$ cat src/rtl/jam_lane_arbiter_if.sv
// Lane handshake bundle between the sensor front-end / jam counter (master)
// and the lane arbiter (slave).
interface jam_lane_arbiter_if #(
  parameter int N_LANES = 4,
  parameter int LW      = $clog2(N_LANES)
);
  logic [N_LANES-1:0] lane_req;
  logic [N_LANES-1:0] lane_jam;
  logic               check_other_lanes;
  logic               jam_counter_en;
  logic [N_LANES-1:0] green;
  logic [N_LANES-1:0] yellow;
  logic [LW-1:0]      cur_lane;

  modport master (
    output lane_req, lane_jam, check_other_lanes,
    input  jam_counter_en, green, yellow, cur_lane
  );

  modport slave (
    input  lane_req, lane_jam, check_other_lanes,
    output jam_counter_en, green, yellow, cur_lane
  );
endinterface

$ cat src/rtl/jam_lane_arbiter.sv
// Round-robin lane sequencer with jam-hold: a jammed green lane keeps green
// until the jam counter says to look at the other lanes.
module jam_lane_arbiter #(
  parameter int N_LANES    = 4,
  parameter int LW         = $clog2(N_LANES),
  parameter int NORMAL_CYC = 10,
  parameter int YELLOW_CYC = 3
) (
  input logic               clk,
  input logic               rst_n,
  jam_lane_arbiter_if.slave bus
);

  localparam int GTW = $clog2(NORMAL_CYC);
  localparam int YTW = (YELLOW_CYC > 1) ? $clog2(YELLOW_CYC) : 1;

  typedef enum logic [1:0] {IDLE, GREEN, YELLOW} state_e;

  state_e             state_q, state_d;
  logic [LW-1:0]      cur_lane_q, cur_lane_d;
  logic [N_LANES-1:0] green_q, green_d;
  logic [N_LANES-1:0] yellow_q, yellow_d;
  logic [GTW-1:0]     green_timer_q, green_timer_d;
  logic [YTW-1:0]     yellow_timer_q, yellow_timer_d;

  logic [N_LANES-1:0] demand;
  logic [N_LANES-1:0] other;
  logic               jammed;
  logic [LW-1:0]      sel;
  logic [LW-1:0]      probe;
  logic [LW-1:0]      jam_pick;
  logic [LW-1:0]      req_pick;
  logic               jam_found;
  logic               req_found;

  function automatic logic [N_LANES-1:0] onehot(input logic [LW-1:0] idx);
    logic [N_LANES-1:0] v;
    v      = '0;
    v[idx] = 1'b1;
    return v;
  endfunction

  assign demand = bus.lane_req | bus.lane_jam;
  assign other  = demand & ~onehot(cur_lane_q);
  assign jammed = bus.lane_jam[cur_lane_q];

  // Search starts just past the current lane and ends on it; any jammed lane
  // wins over every plain request.
  always_comb begin
    jam_found = 1'b0;
    req_found = 1'b0;
    jam_pick  = cur_lane_q;
    req_pick  = cur_lane_q;
    probe     = '0;
    for (int i = 1; i <= N_LANES; i++) begin
      probe = LW'((int'(cur_lane_q) + i) % N_LANES);
      if (!jam_found && bus.lane_jam[probe]) begin
        jam_found = 1'b1;
        jam_pick  = probe;
      end
      if (!req_found && bus.lane_req[probe]) begin
        req_found = 1'b1;
        req_pick  = probe;
      end
    end
    sel = jam_found ? jam_pick : req_pick;
  end

  always_comb begin
    state_d        = state_q;
    cur_lane_d     = cur_lane_q;
    green_d        = green_q;
    yellow_d       = yellow_q;
    green_timer_d  = green_timer_q;
    yellow_timer_d = yellow_timer_q;

    unique case (state_q)
      IDLE: begin
        if (demand != '0) begin
          state_d       = GREEN;
          cur_lane_d    = sel;
          green_d       = onehot(sel);
          green_timer_d = '0;
        end
      end

      GREEN: begin
        if (jammed) begin
          if (bus.check_other_lanes && (other != '0)) begin
            state_d        = YELLOW;
            green_d        = '0;
            yellow_d       = onehot(cur_lane_q);
            yellow_timer_d = '0;
          end
        end else if (green_timer_q == GTW'(NORMAL_CYC - 1)) begin
          if ((other == '0) && demand[cur_lane_q]) begin
            green_timer_d = '0;
          end else begin
            state_d        = YELLOW;
            green_d        = '0;
            yellow_d       = onehot(cur_lane_q);
            yellow_timer_d = '0;
          end
        end else begin
          green_timer_d = green_timer_q + 1'b1;
        end
      end

      YELLOW: begin
        if (yellow_timer_q == YTW'(YELLOW_CYC - 1)) begin
          yellow_d = '0;
          // Hand straight to the next green so there is no all-red cycle.
          if (demand != '0) begin
            state_d       = GREEN;
            cur_lane_d    = sel;
            green_d       = onehot(sel);
            green_timer_d = '0;
          end else begin
            state_d = IDLE;
          end
        end else begin
          yellow_timer_d = yellow_timer_q + 1'b1;
        end
      end

      default: begin
        state_d  = IDLE;
        green_d  = '0;
        yellow_d = '0;
      end
    endcase
  end

  always_ff @(posedge clk or negedge rst_n) begin
    if (!rst_n) begin
      state_q        <= IDLE;
      cur_lane_q     <= '0;
      green_q        <= '0;
      yellow_q       <= '0;
      green_timer_q  <= '0;
      yellow_timer_q <= '0;
    end else begin
      state_q        <= state_d;
      cur_lane_q     <= cur_lane_d;
      green_q        <= green_d;
      yellow_q       <= yellow_d;
      green_timer_q  <= green_timer_d;
      yellow_timer_q <= yellow_timer_d;
    end
  end

  assign bus.jam_counter_en = (state_q == GREEN) && jammed;
  assign bus.green          = green_q;
  assign bus.yellow         = yellow_q;
  assign bus.cur_lane       = cur_lane_q;

endmodule

$ cat src/flat_wrapper.sv
// flat-port wrapper written by rule: the top's interface ports become plain ports
module jam_lane_arbiter_flat 
#(
  parameter int N_LANES    = 4,
  parameter int LW         = $clog2(N_LANES),
  parameter int NORMAL_CYC = 10,
  parameter int YELLOW_CYC = 3
)
  (clk, rst_n, bus_lane_req, bus_lane_jam, bus_check_other_lanes, bus_jam_counter_en, bus_green, bus_yellow, bus_cur_lane);
  jam_lane_arbiter_if #(.N_LANES(N_LANES), .LW(LW)) bus_i ();
  input logic clk;
  input logic rst_n;
  input wire logic [$bits(bus_i.lane_req)-1:0] bus_lane_req;
  input wire logic [$bits(bus_i.lane_jam)-1:0] bus_lane_jam;
  input wire logic [$bits(bus_i.check_other_lanes)-1:0] bus_check_other_lanes;
  output wire logic [$bits(bus_i.jam_counter_en)-1:0] bus_jam_counter_en;
  output wire logic [$bits(bus_i.green)-1:0] bus_green;
  output wire logic [$bits(bus_i.yellow)-1:0] bus_yellow;
  output wire logic [$bits(bus_i.cur_lane)-1:0] bus_cur_lane;
  assign bus_i.lane_req = bus_lane_req;
  assign bus_i.lane_jam = bus_lane_jam;
  assign bus_i.check_other_lanes = bus_check_other_lanes;
  assign bus_jam_counter_en = bus_i.jam_counter_en;
  assign bus_green = bus_i.green;
  assign bus_yellow = bus_i.yellow;
  assign bus_cur_lane = bus_i.cur_lane;
  jam_lane_arbiter #(.N_LANES(N_LANES), .LW(LW), .NORMAL_CYC(NORMAL_CYC), .YELLOW_CYC(YELLOW_CYC)) u_core (.clk(clk), .rst_n(rst_n), .bus(bus_i));
endmodule
$ cat config.mk
export PLATFORM = sky130hd
export DESIGN_NAME = jam_lane_arbiter_flat
export DESIGN_NICKNAME = d
export VERILOG_FILES = /design/src/rtl/jam_lane_arbiter_if.sv /design/src/rtl/jam_lane_arbiter.sv /design/src/flat_wrapper.sv
export SDC_FILE = /design/constraint.sdc
export NUM_CORES = 1
export LEC_CHECK = 0
export BUFFER_PORTS_ARGS = -buffer_cell sky130_fd_sc_hd__buf_2
export CORE_ASPECT_RATIO = 0.6
export CORE_UTILIZATION = 45
export CTS_CLUSTER_DIAMETER = 80
export DETAILED_ROUTE_END_ITERATION = 10
export PLACE_DENSITY = 0.74
export SLEW_MARGIN = 20
export SYNTH_ARGS = -nofsm -noshare
export SYNTH_HDL_FRONTEND = slang
export SYNTH_SLANG_ARGS = --single-unit
$ cat constraint.sdc
create_clock -name clk -period 2.78 [get_ports clk]
set_input_delay 0.417 -clock clk [delete_from_list [all_inputs] [get_ports clk]]
set_output_delay 0.417 -clock clk [all_outputs]
set_load 0.03 [all_outputs]
==> key figures, run 1 <==
Outcome
  • Outcome: finished clean

CTS
  • Post-CTS Hold Fix Bufs: 0
  • Total CTS buffers: 3
  • Clock latency on the worst-skew pair: 260 ps
  • Resized Gates After CTS: 0
  • Root Driver: clkbuf_8
  • CTS tree: done
  • TritonCTS Sinks: 18
  • Deepest clock path buffer count: 2
  • Worst-path clk slew: 70 ps
  • Post-CTS Repair Setup Buffers: 0
  • H-Tree Depth: 1

Floorplanning
  • Initial core utilization: 49.01%
  • Die ar.: 3490 µm²
  • Die X: 75.60 µm
  • Core Region: 2984 µm²
  • Die Span Y: 46.16 µm
  • Site Rows: 15
  • Top Ports: 22

Final layout
  • Fin area: 1640 µm²
  • Multi-input logic area: 909.6 µm²
  • Final non-filler cell total: 219
  • Ant. Diodes: 0
  • Fraction of layout cells with a size suffix above 1: 20.34%
  • Area grow syn2layout: 12.15%
  • Nets: 201
  • FF+latch area: 450.4 µm²
  • Most common cell after layout, fill and taps aside: buf_2
  • Filler cells: 257
  • Most frequent cells in the layout: 21 x buf_2, 18 x dfrtp_1, 15 x nand2_1, 12 x ha_1

Global route
  • Busiest layer in global routing: met2
  • GR Overflow Total: 0
  • Met2 Use GR: 32.32%
  • Total GRT Usage: 22.53%
  • Global-route wire length before repair: 5595 µm
  • Number of global-route vias before repair: 1181
  • M1 GR Usage: 31.58%
  • Antenna violations before repair: 0
  • Met3 Track Usage GR: 7.440%
  • Largest net degree at the start of global routing: 19

Pwr
  • Flop pwr share: 23.3%
  • Net Sw Power: 0.9553 mW
  • Leak pwr: 0.7692 nW
  • Internal Pwr Total: 1.010 mW
  • Pwr dens: 1198 nW/µm²
  • Comb power frac: 65.5%
  • VDD IR max: 0.5077 mV
  • Clock power share: 11.3%
  • Switching share of power: 48.62%

STA
  • Final hold violations: 0
  • Min Hold Slack: 75.70 ps
  • Final setup violation count: 0
  • Period utilisation layout: 87.07%
  • Relative slew slack: 49.72%
  • Tightest Pin Transition: 747.3 ps
  • RSZ-0062 raised after global routing: no
  • Max-slew violation count: 0
  • Min cycle time layout: 2420 ps
  • Clock Skews: 1.825 ps
  • Setup TNS: 0 ps
  • Peak Freq: 413.1 MHz

Critical path
  • Arr. time, crit path: 2570 ps
  • FF-to-FF setup slack: 360 ps
  • R2R depth: 7
  • Startpoint Class: flip-flop
  • Crit Path Class: flip-flop to flip-flop
  • FF-to-FF End: u_core.bus.green[0]
  • Crit path from: u_core.bus.cur_lane[1]
  • R2R Path Start: u_core.bus.cur_lane[1]
  • Critical Path Fanout Max: 10
  • Critical Path RT: 2930 ps
  • Crit. End Element: flip-flop

Yosys
  • Post-synth EDFFs: 0
  • Unique masters post-synth: 43
  • Cell Area, Synth: 1463 µm²
  • Seq/Total Area, Yosys: 30.80%
  • Asr flop ratio synth: 100.0%
  • Synth warn: 0
  • Synth area leader: dfrtp_1
  • Synth top area share: 30.80%
  • Synth area leaders: dfrtp_1 31%, ha_1 10%, mux2i_1 5.5%
  • Ys flop type: dfrtp_1
  • Synth Instances: 156
  • Syn_area_per_cell: 9.376 µm²
  • Synthesized flop and latch total: 18
  • Syn nets: 179

Route
  • Via/cell ratio: 5.872
  • Via count: 1286
  • Final WL: 3418 µm
  • TritonRoute pass-1 iters: 4
  • DR DRC count: 0
  • Routed Antenna Nets: 0
  • DR iter-0 viols: 239
  • WL/cell: 15.61 µm

Placement
  • DP Wirelength: 2584 µm
  • Final Wtd Congestion: 0.8465
  • DP Area: 1585 µm²
  • Port Buffer Count: 21
  • Placed cell count: 215

Worst hold path
  • Type of the worst min-delay path: primary input to async pin

Run
  • Max Cap Violations: 0
[flip-flops by register name (all words and copies together), names as in the netlist]
register / count
u_core.bus.cur_lane: 2
u_core.bus.green: 4
u_core.bus.yellow: 4
u_core.green_timer_q: 4
u_core.state_q: 2
u_core.yellow_timer_q: 2
[worst max-delay path by stage]
stage                                end  slack [ps]  depth (start not counted)
floorplan           u_core.bus.yellow[0]         490                          9
detailed placement  u_core.bus.yellow[2]         390                          8
CTS                 u_core.bus.yellow[2]         380                          8
global placement    u_core.bus.yellow[0]         520                          8
finish               u_core.bus.green[0]         360                          7
global route        u_core.bus.yellow[2]         210                          8
[area by class of cell]
| type | instances | share of cell area (%) |
|---|---|---|
| tap | 42 | 3.204 |
| inverter | 12 | 2.746 |
| timing repair buffer | 24 | 7.780 |
| clock buffer | 4 | 3.356 |
| sequential | 18 | 27.46 |
| multi-input combinational | 119 | 55.45 |
[cells by family after synthesis]
kind of cell	synth area share (%)
DFF	30.80
xor gates and xnor gates	1.797
AOI/OAI and AO/OA	19.85
and+or+nand+nor	16.08
muxes	14.20
buffers and inverters	7.013
adders and majority gates	10.26
[synth_stat cells (all sizes together) (3+ instances only)]
cell type / instances
ha: 12
o21bai: 4
nor3: 4
nand3: 7
nor2b: 4
xnor2: 3
o211ai: 5
mux2i: 8
a21oi: 3
buf: 6
o21ai: 11
inv: 12
nor2: 11
mux2: 3
nand2b: 3
nand2: 15
dfrtp: 18
mux4: 4
[metrics by stage]
stage,power [mW],utilization (%),setup slack [ps]
after detailed placement,1.727,53.12,389.9
after CTS,1.960,54.97,377.4
after global routing,2.124,54.97,213.1
after global placement,1.673,53.12,521.4
after floorplan,1.447,-,486.4
final,1.965,54.97,359.6
[critical path, cell delays in order (launching register included)]
cell and delay (ps):
dfrtp_1 580, inv_1 160, ha_1 430, nand2_1 100
a221o_1 350, a32oi_2 270, xnor2_1 140, a32o_1 270
[power groups by stage]
stage / logic (mW) / clock network (mW) / registers [mW]
2_1_floorplan: 0.895 / 0 / 0.552
3_3_place_gp: 1.22 / 0 / 0.451
3_5_place_dp: 1.26 / 0 / 0.462
4_1_cts: 1.28 / 0.227 / 0.457
5_1_grt: 1.41 / 0.236 / 0.474
6_report: 1.29 / 0.221 / 0.457
[routing by layer]
layer  vias to the layer above  part of all wire (%)
met3                         8                   8.3
met2                        57                    42
li1                        611                     -
met5                         -                     0
met4                         0                   2.2
met1                       610                    47
Power figures use the tool's default switching activity.
==> run 2: changes to the inputs <==
--- a/config.mk
+++ b/config.mk
@@ -6,11 +6,13 @@
 export NUM_CORES = 1
 export LEC_CHECK = 0
 export BUFFER_PORTS_ARGS = -buffer_cell sky130_fd_sc_hd__buf_2
+export CELL_PAD_IN_SITES_DETAIL_PLACEMENT = 1
+export CELL_PAD_IN_SITES_GLOBAL_PLACEMENT = 2
 export CORE_ASPECT_RATIO = 0.6
-export CORE_UTILIZATION = 45
+export CORE_UTILIZATION = 35
 export CTS_CLUSTER_DIAMETER = 80
 export DETAILED_ROUTE_END_ITERATION = 10
-export PLACE_DENSITY = 0.74
+export PLACE_DENSITY = 0.88
 export SLEW_MARGIN = 20
 export SYNTH_ARGS = -nofsm -noshare
 export SYNTH_HDL_FRONTEND = slang
==> run 2 against run 1 <==
Against the previous run: first-iteration DRC count fell by 83%; non-clock buffer count grew 1; wire length up 15%; sequential cell count unchanged; critical path depth rose by 1; via count fell by 0.39%; hold slack gained 5.9 ps; highest routed layer unchanged; final cell count increased by 2.7%; register-to-register slack lost 70 ps.
==> key figures, run 2 (synthesis gave the netlist of run 1 again) <==
Critical path
  • Startpoint Class: flip-flop (unchanged)
  • R2R Path Start: u_core.bus.cur_lane[1] (unchanged)
  • Arr. time, crit path: 2630 ps (was 2570 ps)
  • R2R depth: 8 (was 7)
  • FF-to-FF End: u_core.bus.yellow[0] (was u_core.bus.green[0])
  • Crit Path Class: flip-flop to flip-flop (unchanged)
  • FF-to-FF setup slack: 290 ps (was 360 ps)
  • Crit. End Element: flip-flop (unchanged)
  • Critical Path Fanout Max: 10 (unchanged)
  • Critical Path RT: 2920 ps (was 2930 ps)

Final layout
  • Filler cells: 461 (was 257)
  • Ant. Diodes: 0 (unchanged)
  • Area grow syn2layout: 13.09% (was 12.15%)
  • Most common cell after layout, fill and taps aside: buf_2 (unchanged)
  • Multi-input logic area: 909.6 µm² (unchanged)
  • Fraction of layout cells with a size suffix above 1: 20.79% (was 20.34%)
  • Nets: 202 (was 201)
  • Most frequent cells in the layout: 21 x buf_2, 18 x dfrtp_1, 15 x nand2_1, 12 x ha_1 (unchanged)
  • FF+latch area: 450.4 µm² (unchanged)

STA
  • Tightest Pin Transition: 461.6 ps (was 747.3 ps)
  • Min cycle time layout: 2490 ps (was 2420 ps)
  • Min Hold Slack: 81.59 ps (was 75.70 ps)
  • Period utilisation layout: 89.58% (was 87.07%)
  • Relative slew slack: 68.90% (was 49.72%)
  • Final setup violation count: 0 (unchanged)
  • RSZ-0062 raised after global routing: no (unchanged)
  • Setup TNS: 0 ps (unchanged)
  • Clock Skews: 5.860 ps (was 1.825 ps)
  • Max-slew violation count: 0 (unchanged)
  • Peak Freq: 401.5 MHz (was 413.1 MHz)
  • Final hold violations: 0 (unchanged)

Route
  • DR top layer: met4 (unchanged)
  • Via/cell ratio: 5.693 (was 5.872)
  • TritonRoute pass-1 iters: 4 (unchanged)
  • WL/cell: 17.44 µm (was 15.61 µm)
  • DR DRC count: 0 (unchanged)
  • Met2 WL post-DR: 1646 µm (was 1442 µm)
  • M1 WL: 2119 µm (was 1618 µm)
  • Routed Antenna Nets: 0 (unchanged)
  • DR WL met3: 146 µm (was 283 µm)
  • Final WL: 3924 µm (was 3418 µm)
  • Via count: 1281 (was 1286)
  • DR iter-0 viols: 40 (was 239)

CTS
  • Clock latency on the worst-skew pair: 260 ps (about the same)
  • Resized Gates After CTS: 0 (unchanged)
  • Post-CTS Hold Fix Bufs: 0 (unchanged)
  • Post-CTS Repair Setup Buffers: 0 (unchanged)
  • Deepest clock path buffer count: 2 (unchanged)
  • Worst-path clk slew: 80 ps (was 70 ps)
  • Root Driver: clkbuf_8 (unchanged)
  • H-Tree Depth: 1 (unchanged)
  • TritonCTS Sinks: 18 (unchanged)
  • Total CTS buffers: 3 (unchanged)
  • CTS tree: done (unchanged)

Global route
  • GR Overflow Total: 0 (unchanged)
  • Global-route wire length before repair: 6734 µm (was 5595 µm)
  • Antenna violations before repair: 0 (unchanged)
  • Total GRT Usage: 20.30% (was 22.53%)
  • Largest net degree at the start of global routing: 19 (unchanged)
  • Number of global-route vias before repair: 1293 (was 1181)

Pwr
  • Leak pwr: 0.7746 nW (was 0.7692 nW)
  • Pwr dens: 1195 nW/µm² (was 1198 nW/µm²)
  • VDD IR max: 0.4359 mV (was 0.5077 mV)
  • Internal Pwr Total: 1.007 mW (was 1.010 mW)
  • Switching share of power: 49.05% (was 48.62%)
  • Net Sw Power: 0.9695 mW (was 0.9553 mW)
  • Clock power share: 11.2% (was 11.3%)
  • Comb power frac: 65.3% (was 65.5%)
  • Flop pwr share: 23.5% (was 23.3%)

Floorplanning
  • Initial core utilization: 38.20% (was 49.01%)
  • Die X: 85.46 µm (was 75.60 µm)
  • Die ar.: 4450 µm² (was 3490 µm²)
  • Die Span Y: 52.08 µm (was 46.16 µm)
  • Core Region: 3829 µm² (was 2984 µm²)
  • Top Ports: 22 (unchanged)
  • Site Rows: 17 (was 15)

Worst hold path
  • Type of the worst min-delay path: primary input to async pin (unchanged)

Placement
  • Port Buffer Count: 21 (unchanged)
  • Final Wtd Congestion: 0.9042 (was 0.8465)
  • DP Wirelength: 3043 µm (was 2584 µm)

Run
  • Max Cap Violations: 0 (unchanged)

Outcome
  • Outcome: finished clean (unchanged)
-- run 2: cell types whose count changed in the layout (fill, tap and decap cells not counted), sizes merged --
cell  change
buf       +1
-- run 2: cell type report --
| cell class | instances | share of cell area [%] |
|---|---|---|
| clock buffer | 4 | 3.328 |
| inverter | 12 | 2.723 |
| multi-input combinational | 119 | 54.99 |
| sequential | 18 | 27.23 |
| tap | 47 | 3.555 |
| timing repair buffer | 25 | 8.169 |
-- run 2: layer usage --
layer / up-vias / track usage (%)
li1: 614 / -
met1: 643 / 30.69
met2: 22 / 30.13
met3: 2 / 4.444
met4: 0 / 2.500
met5: - / 0
-- run 2: worst max path at each step --
stage	startpoint	end	depth (start not counted)	slack, ps
after floorplan	u_core.bus.cur_lane[0]	u_core.bus.yellow[0]	9	490
after global placement	u_core.bus.cur_lane[1]	u_core.bus.yellow[0]	8	480
after detailed placement	u_core.bus.cur_lane[1]	u_core.bus.yellow[0]	8	290
after CTS	u_core.bus.cur_lane[1]	u_core.bus.yellow[0]	8	290
after global routing	u_core.bus.cur_lane[1]	u_core.bus.yellow[3]	8	120
final	u_core.bus.cur_lane[1]	u_core.bus.yellow[0]	8	290
-- run 2: worst max-delay path: stages, from the launching register on --
cell and delay, ps:
dfrtp_1 580, inv_1 170, ha_1 240, o21bai_1 160, o2111ai_1 130, o21ai_1 170
o211a_1 300, or3_1 460, mux2i_1 160
-- run 2: through the flow --
step	cells	power, mW	area (µm²)	setup slack (ps)	util (%)
2_1_floorplan	156	1.447	1463	486.4	-
5_1_grt	225	2.160	1654	121.6	43.20
3_3_place_gp	221	1.704	1599	476.3	41.76
6_report	225	1.976	1654	289.6	43.20
4_1_cts	225	1.992	1654	286.1	43.20
3_5_place_dp	221	1.759	1599	292.3	41.76
-- run 2: power by group through the flow --
stage | logic, mW | clock network, mW | registers (mW)
after floorplan | 0.895 | 0 | 0.552
after global placement | 1.24 | 0 | 0.460
after detailed placement | 1.29 | 0 | 0.471
after CTS | 1.30 | 0.225 | 0.466
after global routing | 1.44 | 0.240 | 0.481
final | 1.29 | 0.221 | 0.465
==> run 3: changes to the inputs <==
--- a/config.mk
+++ b/config.mk
@@ -8,7 +8,7 @@
 export BUFFER_PORTS_ARGS = -buffer_cell sky130_fd_sc_hd__buf_2
 export CELL_PAD_IN_SITES_DETAIL_PLACEMENT = 1
 export CELL_PAD_IN_SITES_GLOBAL_PLACEMENT = 2
-export CORE_ASPECT_RATIO = 0.6
+export CORE_ASPECT_RATIO = 0.7
 export CORE_UTILIZATION = 35
 export CTS_CLUSTER_DIAMETER = 80
 export DETAILED_ROUTE_END_ITERATION = 10
==> run 3 against run 2 <==
Against the previous run: combinational power is essentially flat; die area is 0.10% lower; sequential cell count unchanged; count of clock-buffer cells in the layout down 1; non-clock buffer count stayed put; via count is 0.55% lower; register-to-register slack got worse by 20 ps; cell area is 0.45% lower; total power is 0.89% lower; final cell count grew 1.8%; clock power decreased by 15%; global-route usage is 1.5 points lower; critical path type unchanged.
==> key figures, run 3 (synthesis gave the netlist of run 1 again) <==
Outcome
  • Outcome: finished clean (unchanged)

Pwr
  • Net Sw Power: 0.9800 mW (was 0.9695 mW)
  • Switching share of power: 50.03% (was 49.05%)
  • VDD IR max: 0.4167 mV (was 0.4359 mV)
  • Overall Power: 1.959 mW (was 1.976 mW)
  • Comb power frac: 66.5% (was 65.3%)
  • Leak pwr: 0.7674 nW (was 0.7746 nW)
  • Pwr dens: 1190 nW/µm² (was 1195 nW/µm²)
  • Internal Pwr Total: 0.9788 mW (was 1.007 mW)
  • Flop pwr share: 23.9% (was 23.5%)
  • Clock power share: 9.5% (was 11.2%)

CTS
  • Total CTS buffers: 3 (unchanged)
  • Post-CTS Repair Setup Buffers: 0 (unchanged)
  • Post-CTS Hold Fix Bufs: 0 (unchanged)
  • Resized Gates After CTS: 0 (unchanged)
  • Root Driver: clkbuf_8 (unchanged)
  • TritonCTS Sinks: 18 (unchanged)
  • CTS tree: done (unchanged)
  • Worst-path clk slew: 70 ps (was 80 ps)
  • Clock latency on the worst-skew pair: 260 ps (about the same)
  • Deepest clock path buffer count: 2 (unchanged)
  • H-Tree Depth: 1 (unchanged)

STA
  • Peak Freq: 398.9 MHz (was 401.5 MHz)
  • Slack of the critical path: 273.1 ps (was 289.6 ps)
  • RSZ-0062 raised after global routing: no (unchanged)
  • Relative slew slack: 69.10% (was 68.90%)
  • Final setup violation count: 0 (unchanged)
  • Min cycle time layout: 2507 ps (was 2490 ps)
  • Period utilisation layout: 90.18% (was 89.58%)
  • Setup TNS: 0 ps (unchanged)
  • Max-slew violation count: 0 (unchanged)
  • Tightest Pin Transition: 461.5 ps (was 461.6 ps)
  • Min Hold Slack: 92.76 ps (was 81.59 ps)
  • Clock Skews: 4.859 ps (was 5.860 ps)
  • Final hold violations: 0 (unchanged)

Placement
  • DP Worst Slack: 301.2 ps (was 292.3 ps)
  • DP Area: 1605 µm² (was 1599 µm²)
  • Port Buffer Count: 21 (unchanged)
  • Final Wtd Congestion: 0.8179 (was 0.9042)
  • DP Wirelength: 2906 µm (was 3043 µm)

Critical path
  • Critical Path RT: 2920 ps (about the same)
  • R2R Path Start: u_core.bus.cur_lane[1] (unchanged)
  • R2R depth: 7 (was 8)
  • Startpoint Class: flip-flop (unchanged)
  • Critical Path Fanout Max: 10 (unchanged)
  • Arr. time, crit path: 2650 ps (was 2630 ps)
  • Crit. End Element: flip-flop (unchanged)
  • FF-to-FF End: u_core.bus.green[0] (was u_core.bus.yellow[0])
  • FF-to-FF setup slack: 270 ps (was 290 ps)
  • Crit Path Class: flip-flop to flip-flop (unchanged)

Final layout
  • Ant. Diodes: 0 (unchanged)
  • Most frequent cells in the layout: 21 x buf_2, 18 x dfrtp_1, 15 x nand2_1, 12 x ha_1 (unchanged)
  • Filler cells: 467 (was 461)
  • Area grow syn2layout: 12.57% (was 13.09%)
  • Fin area: 1647 µm² (was 1654 µm²)
  • Fraction of layout cells with a size suffix above 1: 20.34% (was 20.79%)
  • Most common cell after layout, fill and taps aside: buf_2 (unchanged)
  • Nets: 202 (unchanged)

Route
  • DR iter-0 viols: 73 (was 40)
  • WL/cell: 16.29 µm (was 17.44 µm)
  • DR DRC count: 0 (unchanged)
  • TritonRoute pass-1 iters: 4 (unchanged)
  • Via count: 1274 (was 1281)
  • Via/cell ratio: 5.563 (was 5.693)
  • Final WL: 3731 µm (was 3924 µm)
  • Routed Antenna Nets: 0 (unchanged)

Floorplanning
  • Initial core utilization: 36.84% (was 38.20%)
  • Die ar.: 4446 µm² (was 4450 µm²)
  • Die X: 79.27 µm (was 85.46 µm)
  • Top Ports: 22 (unchanged)
  • Core Region: 3970 µm² (was 3829 µm²)
  • Site Rows: 19 (was 17)
  • Die Span Y: 56.09 µm (was 52.08 µm)

Global route
  • GR Overflow Total: 0 (unchanged)
  • Total GRT Usage: 18.79% (was 20.30%)
  • Antenna violations before repair: 0 (unchanged)
  • Number of global-route vias before repair: 1319 (was 1293)
  • Largest net degree at the start of global routing: 19 (unchanged)
  • Global-route wire length before repair: 6410 µm (was 6734 µm)

Run
  • Max Cap Violations: 0 (unchanged)

Worst hold path
  • Type of the worst min-delay path: primary input to async pin (unchanged)
run 3: cell types whose count changed in the layout (fill, tap and decap cells not counted), sizes merged:
cell and delta:
clkbuf -1
run 3: cell type report:
cell class	instances	area, µm²	share of cell area [%]
sequential	18	450.4	27.36
multi-input combinational	119	909.6	55.24
timing repair buffer	25	135.1	8.207
clock buffer	3	41.29	2.508
tap	52	65.06	3.951
inverter	12	45.04	2.736
run 3: worst max-delay path by stage:
stage,startpoint,to,depth (start not counted)
after global placement,u_core.bus.cur_lane[1],u_core.bus.green[0],7
after global routing,u_core.bus.cur_lane[1],u_core.bus.green[0],7
final,u_core.bus.cur_lane[1],u_core.bus.green[0],7
after detailed placement,u_core.bus.cur_lane[1],u_core.bus.yellow[2],8
after floorplan,u_core.bus.cur_lane[0],u_core.bus.yellow[0],9
after CTS,u_core.bus.cur_lane[1],u_core.bus.yellow[2],8
run 3: metrics by stage:
step / std cells / util (%)
floorplan: 156 / -
global placement: 226 / 40.43
detailed placement: 226 / 40.43
CTS: 229 / 41.47
global route: 229 / 41.47
finish: 229 / 41.47
run 3: power by group through the flow:
stage,logic (mW),clock network [mW],registers (mW)
after floorplan,0.895,0,0.552
after global placement,1.23,0,0.462
after detailed placement,1.29,0,0.474
after CTS,1.30,0.191,0.471
after global routing,1.44,0.204,0.485
final,1.30,0.187,0.469
run 3: layer usage:
metal | GRT usage [%] | vias up | share of wire (%)
met4 | 4.675 | 0 | 1.4
met3 | 4.098 | 6 | 4.2
met1 | 26.27 | 628 | 49
met5 | 0 | - | 0
met2 | 29.31 | 29 | 46
li1 | - | 611 | -
run 3: critical path, stage by stage, from the launching register on:
cell	delay [ps]
dfrtp_1	590
inv_1	180
ha_1	460
nand2_1	80
a221o_1	370
a32oi_2	280
xnor2_1	170
a32o_1	270
